### src/rtl/debug_port_pkg.sv
// debug_port_pkg: shared debug register map, opcode, mode and load-source constants.
package debug_port_pkg;

    localparam logic [2:0] DEBUG_ADDRX_OP     = 3'd0;
    localparam logic [2:0] DEBUG_ADDRX_MODE   = 3'd1;
    localparam logic [2:0] DEBUG_ADDRX_AL     = 3'd2;
    localparam logic [2:0] DEBUG_ADDRX_AH     = 3'd3;
    localparam logic [2:0] DEBUG_ADDRX_DL     = 3'd4;
    localparam logic [2:0] DEBUG_ADDRX_DH     = 3'd5;
    localparam logic [2:0] DEBUG_ADDRX_STATUS = 3'd6;
    localparam logic [2:0] DEBUG_ADDRX_RSVD   = 3'd7;

    localparam logic [3:0] DEBUG_OPX_NONE   = 4'd0;
    localparam logic [3:0] DEBUG_OPX_RD_MEM = 4'd1;
    localparam logic [3:0] DEBUG_OPX_WR_MEM = 4'd2;
    localparam logic [3:0] DEBUG_OPX_RD_REG = 4'd3;
    localparam logic [3:0] DEBUG_OPX_WR_REG = 4'd4;
    localparam logic [3:0] DEBUG_OPX_STEP   = 4'd5;

    localparam logic [7:0] DEBUG_MODEX_STOP = 8'h03;

    localparam logic [1:0] DEBUG_DATAX_DIN_DIN   = 2'd0;
    localparam logic [1:0] DEBUG_DATAX_REGB_DATA = 2'd1;
    localparam logic [1:0] DEBUG_DATAX_CC_DATA   = 2'd2;
    localparam logic [1:0] DEBUG_DATAX_PC_A_NEXT = 2'd3;

    typedef logic [15:0] dbg_word_t;

    function automatic logic [7:0] debug_status(input logic stop, input logic mode, input logic req);
        return {5'b0, stop, mode, req};
    endfunction

endpackage

### src/rtl/debug_strobe_sync.sv
// debug_strobe_sync: 2-flop synchronizer for an active-low host strobe with a one-cycle pulse on its rising edge.
module debug_strobe_sync (
    input  logic i_clk,
    input  logic i_rst_n,
    input  logic i_strobe_n,
    output logic o_rise
);

    logic [1:0] r_sync;
    logic       r_prev;

    // Idle level is high so leaving reset never fakes a strobe end.
    always_ff @(posedge i_clk or negedge i_rst_n) begin
        if (!i_rst_n) begin
            r_sync <= 2'b11;
            r_prev <= 1'b1;
        end else begin
            r_sync <= {r_sync[0], i_strobe_n};
            r_prev <= r_sync[1];
        end
    end

    assign o_rise = r_sync[1] & ~r_prev;

endmodule

### src/rtl/debug_port.sv
// debug_port: host-side debug register file with REQ/ACK command handshake to the core.
module debug_port
    import debug_port_pkg::*;
(
    input  logic        i_clk,
    input  logic        i_rst_n,
    output logic        o_reset,
    input  logic [7:0]  i_debug_din,
    output logic [7:0]  o_debug_dout,
    input  logic [2:0]  i_debug_addr,
    input  logic        i_debug_rdn,
    input  logic        i_debug_wrn,
    output logic [3:0]  o_debug_op,
    output logic [3:0]  o_debug_argx_out,
    output logic [15:0] o_debug_addr_out,
    output logic [15:0] o_debug_data_out,
    input  logic        i_debug_addr_inc_en,
    input  logic        i_debug_ld_data_en,
    input  logic [1:0]  i_debug_datax,
    input  logic [15:0] i_debug_din_din,
    input  logic [15:0] i_debug_regb_data,
    input  logic [15:0] i_debug_cc_data,
    input  logic [15:0] i_debug_pc_a_next,
    output logic        o_debug_stop,
    output logic        o_debug_mode,
    output logic        o_debug_req,
    input  logic        i_debug_ack
);

    logic [7:0] r_op;
    logic [2:0] r_mode;
    dbg_word_t  r_addr;
    dbg_word_t  r_data;
    logic       r_req;
    logic       w_wr_rise;
    logic       w_rd_rise;
    logic       w_wr_op;
    logic       w_req_set;
    logic       w_req_clr;
    dbg_word_t  w_ld_src;
    logic [7:0] w_dout;

    debug_strobe_sync u_wr_sync (
        .i_clk      (i_clk),
        .i_rst_n    (i_rst_n),
        .i_strobe_n (i_debug_wrn),
        .o_rise     (w_wr_rise)
    );

    debug_strobe_sync u_rd_sync (
        .i_clk      (i_clk),
        .i_rst_n    (i_rst_n),
        .i_strobe_n (i_debug_rdn),
        .o_rise     (w_rd_rise)
    );

    assign w_wr_op = w_wr_rise && i_debug_addr == DEBUG_ADDRX_OP;
    // Finishing a DH read re-issues the current command so the host can stream data.
    assign w_req_set = (w_wr_op && i_debug_din[3:0] != DEBUG_OPX_NONE)
                    || (w_rd_rise && i_debug_addr == DEBUG_ADDRX_DH && r_op[3:0] != DEBUG_OPX_NONE);
    assign w_req_clr = (w_wr_op && i_debug_din[3:0] == DEBUG_OPX_NONE) || i_debug_ack;
    assign w_ld_src  = i_debug_datax == DEBUG_DATAX_DIN_DIN   ? i_debug_din_din
                     : i_debug_datax == DEBUG_DATAX_REGB_DATA ? i_debug_regb_data
                     : i_debug_datax == DEBUG_DATAX_CC_DATA   ? i_debug_cc_data
                     : i_debug_pc_a_next;

    always_ff @(posedge i_clk or negedge i_rst_n) begin
        if (!i_rst_n) begin
            r_op   <= 8'h00;
            r_mode <= 3'b000;
            r_addr <= 16'h0000;
            r_data <= 16'h0000;
            r_req  <= 1'b0;
        end else begin
            r_op   <= w_wr_op ? i_debug_din : r_op;
            r_mode <= (w_wr_rise && i_debug_addr == DEBUG_ADDRX_MODE) ? i_debug_din[2:0] : r_mode;
            r_addr <= (w_wr_rise && i_debug_addr == DEBUG_ADDRX_AL) ? {r_addr[15:8], i_debug_din}
                    : (w_wr_rise && i_debug_addr == DEBUG_ADDRX_AH) ? {i_debug_din, r_addr[7:0]}
                    : i_debug_addr_inc_en ? r_addr + 16'd2 : r_addr;
            r_data <= (w_wr_rise && i_debug_addr == DEBUG_ADDRX_DL) ? {r_data[15:8], i_debug_din}
                    : (w_wr_rise && i_debug_addr == DEBUG_ADDRX_DH) ? {i_debug_din, r_data[7:0]}
                    : i_debug_ld_data_en ? w_ld_src : r_data;
            r_req  <= w_req_set ? 1'b1 : w_req_clr ? 1'b0 : r_req;
        end
    end

    always_comb begin
        w_dout = 8'h00;
        if (!i_debug_rdn) begin
            case (i_debug_addr)
                DEBUG_ADDRX_OP:     w_dout = r_op;
                DEBUG_ADDRX_MODE:   w_dout = {5'b0, r_mode};
                DEBUG_ADDRX_AL:     w_dout = r_addr[7:0];
                DEBUG_ADDRX_AH:     w_dout = r_addr[15:8];
                DEBUG_ADDRX_DL:     w_dout = r_data[7:0];
                DEBUG_ADDRX_DH:     w_dout = r_data[15:8];
                DEBUG_ADDRX_STATUS: w_dout = debug_status(r_mode[1], r_mode[0], r_req);
                default:            w_dout = 8'h00;
            endcase
        end
    end

    assign o_debug_dout     = w_dout;
    assign o_reset          = ~i_rst_n | r_mode[2];
    assign o_debug_op       = r_op[3:0];
    assign o_debug_argx_out = r_op[7:4];
    assign o_debug_addr_out = r_addr;
    assign o_debug_data_out = r_data;
    assign o_debug_mode     = r_mode[0];
    assign o_debug_stop     = r_mode[1];
    assign o_debug_req      = r_req;

endmodule

### config.mk
export PLATFORM = sky130hd
export DESIGN_NAME = debug_port
export DESIGN_NICKNAME = d
export VERILOG_FILES = /design/src/rtl/debug_port_pkg.sv /design/src/rtl/debug_strobe_sync.sv /design/src/rtl/debug_port.sv
export SDC_FILE = /design/constraint.sdc
export NUM_CORES = 1
export LEC_CHECK = 0
export ABC_CLOCK_PERIOD_IN_PS = 2670
export CAP_MARGIN = 20
export CORE_UTILIZATION = 42
export CTS_CLUSTER_SIZE = 16
export DETAILED_ROUTE_END_ITERATION = 12
export PLACE_DENSITY_LB_ADDON = 0.12
export RECOVER_POWER = 50
export SLEW_MARGIN = 10
export SYNTH_ARGS = -nofsm -noshare
export SYNTH_HDL_FRONTEND = slang
export SYNTH_HIERARCHICAL = 1
export SYNTH_SLANG_ARGS = --single-unit
### constraint.sdc
create_clock -name i_clk -period 2.67 [get_ports i_clk]
set_input_delay 0.4005 -clock i_clk [delete_from_list [all_inputs] [get_ports i_clk]]
set_output_delay 0.4005 -clock i_clk [all_outputs]
set_load 0.02 [all_outputs]
After elaboration in Yosys (flattened, before gate mapping). Cells that the tools add are included.

Flip-flop bits (word level): 50. Bits in latches: 0. Bits in writable memories: 0. ROM bits: 0. Input port bits: 84. Output and inout bits: 52. Logic and storage cells: 69. Memories: 0.

Add/subtract/negate cells: 1. Multipliers: 0. Div/mod/pow operators: 0. Magnitude comparators: 0. Equal/unequal tests: 10. Shift operators: 0. Muxes and demuxes: 13. Bitwise gates (word level): 8. Reductions and logical operators: 26.

Operator list (number): $mux W16 (7); $pmux W8 S7 (1); $mux W8 (3); $add A16 B2 Y16 const B (1); $logic_and A1 B1 Y1 (10); $reduce_bool A2 Y1 (5); $eq A3 B3 Y1 const B (3); $reduce_and A2 Y1 (4); $reduce_bool A4 Y1 (2); $eq A3 B2 Y1 const B (2); $not A1 Y1 (5); $logic_not A4 Y1 (1); $ne A2 B2 Y1 const B (2); $eq A3 B1 Y1 const B (1); $logic_not A3 Y1 (1); $and A1 B1 Y1 (2); $eq A2 B1 Y1 const B (1); $eq A2 B2 Y1 const B (1); $logic_not A2 Y1 (1); $logic_or A1 B1 Y1 (2); $mux W1 (2); $or A1 B1 Y1 (1).

Depth between registers and ports, before layout.
Depth after elaboration: 7. Depth in mapped cells: 7. Gate-level depth less buffers: 5.

By module. The synthesis kept the hierarchy.

By module, submodules not included: debug_port (times used 1, cells an instance 298, area an instance 2976.6 um^2, seq. area each 1101.1 um^2); debug_strobe_sync (times used 2, cells an instance 4, area an instance 92.6 um^2, seq. area each 78.8 um^2).

Worst setup path before layout. No wires, ideal clock.

Path type: input port to output port. From: input port i_debug_addr[1]. To: output port o_debug_dout[3]. Data arrival time: 1476 ps. Data required time: 2270 ps. Slack: 794 ps. Cell stages on the path: 6. Buffers on the path: 2. Cell sequence: buf_2 > buf_2 > nor2_1 > a22oi_1 > o221ai_1 > and2_1.

Word-level cells in the longest chain between the ends: 3. Elaborated cells between the ends (all ways): 9. Classes of those cells: 6 x eq/ne; 2 x mux; 1 x reduce/logical.

Ends and longest elaborated chain: start, declared (line debug_port.sv:10) `input logic [2:0] i_debug_addr,`; $eq A3 B3 Y1 (tied with other cells) (line debug_port.sv:90) `case (i_debug_addr)`; $pmux W8 S7 (*) (line debug_port.sv:90); $mux W8 (*) (line debug_port.sv:89) `if (!i_debug_rdn) begin`; end, declared (line debug_port.sv:9) `output logic [7:0] o_debug_dout,`.

Every way passes the cells marked *; elsewhere a longest branch is shown, timed or not.

Worst setup path in the final report.
From: input port i_debug_addr[0]. To: output port o_debug_dout[1].

Same word-level chain as after synthesis.

==> run metrics <==
PD cells=approximately 610 mW/mm^2; reg-to-reg endpoint=o_debug_addr_out[6]$_DFFE_PN0P_; vias post-DR=3154; HPWL after DPL=approximately 7800 um; Initial Utilization=between 40% and 50%; CTS Buffer Depth=2; Crit Path Category=in -> out; Leak Pwr=between 1.5 and 2 nW; Horiz. Die Dim=between 80 and 90 um; max frequency=just under 400 MHz; Max Cap Viol=0; Syn Area/Cell=10.3 um^2; first-pass GRT wire length=~15000 um; final net count=approximately 540; r2r startpoint=u_wr_sync/r_sync[1]$_DFF_PN1_; Async S/R FF share, synth=between 90% and 100%; Cell variety after synth=57; CP bufs+invs=3; Mapped Area=roughly 0.0032 mm^2; DRT Pass-1 Iters=4; path depth of the worst reg2reg path=6; final setup fails=0; die area=roughly 0.0079 mm^2; maximum fanout along the worst path=4; synthesized flop and latch total=50; worst hold start=u_wr_sync/r_sync[0]$_DFF_PN1_; min Tclk post-route=~2.6 ns; Worst-path clk slew=~0.090 ns; clock sinks=50; Die Height=about 89 um; WP data required=2.27 ns; CP delay by family, top=buffers and inverters; Final Slew Violations=0; Inst Count DP=544; Antenna diodes=0; H-tree levels=2; share of cells above drive strength 1=between 10% and 20%; gr usage total=between 20% and 30%; Slew HR=16.5%; pre-CTS WS=-0.156 ns; post-layout total power=2.93 mW; Area Growth Syn to Fin=52.5%; RSZ-0062 raised after global routing=false; Hold Worst Slack=roughly 0.37 ns; skew final=around 0.0060 ns; CTS tree=built; final hold violation count=0; Initial DRC Count=slightly below 200; Rows=31; Tcrit/Tclk final=between 90% and 100%; setup TNS=0 ns; FF-to-FF setup slack=0.21 ns; Total Wirelength=10200 um; Hold Crit Depth=0; slowest CP cell=clkdlybuf4s50_1; Port Buf Inserts=~140; number of synthesized flops with an enable pin=0; Worst-Skew Late Latency=roughly 0.30 ns; core area=slightly above 0.007 mm^2; Final Wtd Congestion=approximately 0.84; Top-Level Pins=around 140; Routed WL per cell=between 15 and 20 um; commonest non-fill, non-tap cell in the layout=clkdlybuf4s50_1; DRC viols=0; largest net degree at the start of global routing=between 50 and 60; Worst-Margin Slew=1.25 ns; CP startpoint kind=primary input; sequential-to-total area share from yosys stat=between 30% and 40%; antenna violations before repair=0; Final WS setup=about 0.11 ns; dominant synthesized flop cell=dfrtp_1; grt ovf=0; commonest cells after routing, fill and taps aside=clkdlybuf4s50_1, dfrtp_1, nand2_1; Worst Hold Path EP=u_wr_sync/r_sync[1]$_DFF_PN1_; crit path cell chain=clkdlybuf4s50_1, buf_4, mux4_2, o211a_1, dlygate4sd2_1; data arrival time of the worst path=about 2.2 ns; Post-CTS Setup Bufs=0; vias per cell=~5.7; class of the worst hold path=reg -> reg; Post-Layout Cell Count=552; Net Count, Synth=between 300 and 400; # hold bufs at CTS=0; Root Buffer=clkbuf_8; vias in the first global route=3007; Yosys Warn Count=6; Max VDD drop=approximately 0.42 mV; post-detailed-route count of antenna-violating nets=0; Max stage delay on crit path=around 0.55 ns; outcome=finished, final reports clean; Synth Instances=between 300 and 400; element type at the critical path end=output pin; TritonCTS Buffers=5
-- where the power goes --
part | total (mW) | internal, mW | switching [mW]
Sequential | 1.18 | 0.930 | 0.247
Combinational | 1.23 | 0.649 | 0.583
Clock | 0.527 | 0.276 | 0.251
Total | 2.93 | 1.85 | 1.08
-- synth_stat cells, types with 2 or more instances --
cell type / count / area, um^2
or4_1: 2 / 15.0
o21ai_0: 8 / 40.0
nand2_1: 37 / 139
and2_1: 14 / 87.6
clkbuf_1: 13 / 48.8
buf_2: 7 / 35.0
o32ai_1: 2 / 17.5
nor2_1: 18 / 67.6
o311ai_0: 2 / 17.5
a31oi_1: 8 / 50.1
or3_1: 2 / 12.5
o21ai_1: 3 / 15.0
inv_1: 4 / 15.0
mux2_2: 12 / 135
o21a_1: 2 / 15.0
nor3_1: 3 / 15.0
nor2b_4: 2 / 27.5
nor4_1: 6 / 37.5
a221o_1: 8 / 80.1
o211a_1: 2 / 20.0
a21oi_1: 14 / 70.1
xnor2_1: 2 / 17.5
o211ai_1: 2 / 15.0
a22oi_1: 8 / 60.1
mux2i_1: 9 / 90.1
o22ai_1: 2 / 12.5
nand3_1: 9 / 45.0
dfstp_2: 6 / 158
dfrtp_1: 44 / 1100
o221ai_1: 5 / 43.8
mux4_2: 18 / 405
nand2b_1: 3 / 18.8
nand4_1: 5 / 31.3
-- cells by family (layout without fill, tap and decap cells) --
logic type	Yosys count	count (layout)	synth area share, %
simple gates	116	116	19.7
compound gates	71	71	15.8
flops	50	50	39.8
mux	39	39	19.9
buf+inv	27	174	3.76
xor+xnor	2	2	0.554
fa+ha+maj	1	1	0.396
-- metal layers --
| layer | track usage, % | vias up | share of wire [%] |
|---|---|---|---|
| li1 | - | 1466 | - |
| met1 | 35.9 | 1535 | 43 |
| met2 | 43.3 | 144 | 50 |
| met3 | 4.76 | 9 | 6.5 |
| met4 | 4.84 | 0 | 0.51 |
| met5 | 0 | - | 0 |
-- stage by stage --
stage / cell area (um^2) / utilization (%)
after global routing: 4820 / 66.5
after global placement: 4730 / 65.2
after CTS: 4830 / 66.6
after detailed placement: 4730 / 65.2
after floorplan: 3160 / -
final: 4820 / 66.5
-- area by class of cell --
cell class | instances | area (um^2)
clock buffer | 5 | 68.8
multi-input combinational | 229 | 1780
tap | 99 | 124
fill | 617 | 2430
clock inverter | 3 | 40.0
sequential | 50 | 1260
inverter | 4 | 15.0
timing repair buffer | 162 | 1540
-- worst max path at each step --
| stage | startpoint | endpoint | slack, ns | depth (start not counted) |
|---|---|---|---|---|
| floorplan | i_debug_addr[1] | o_debug_dout[3] | 0.79 | 6 |
| global placement | i_debug_addr[1] | o_debug_dout[3] | -0.09 | 6 |
| detailed placement | i_debug_addr[1] | o_debug_dout[7] | -0.16 | 6 |
| CTS | i_debug_addr[0] | o_debug_dout[2] | 0.05 | 6 |
| global route | i_debug_addr[0] | o_debug_dout[3] | 0.007 | 8 |
| finish | i_debug_addr[0] | o_debug_dout[1] | 0.11 | 5 |
-- state kept, by name, indices dropped and copies added (netlist names) --
name,flops
u_wr_sync/r_prev,1
u_wr_sync/r_sync,2
r_op,8
o_debug_data_out,16
u_rd_sync/r_prev,1
u_rd_sync/r_sync,2
r_mode,3
o_debug_req,1
o_debug_addr_out,16
-- timing repair --
action | CTS | global route
endpoints found under the setup margin | 8 | 2
gates cloned | 0 | 0
resized for setup | 9 | 3
(Power assumes the default switching activity.)
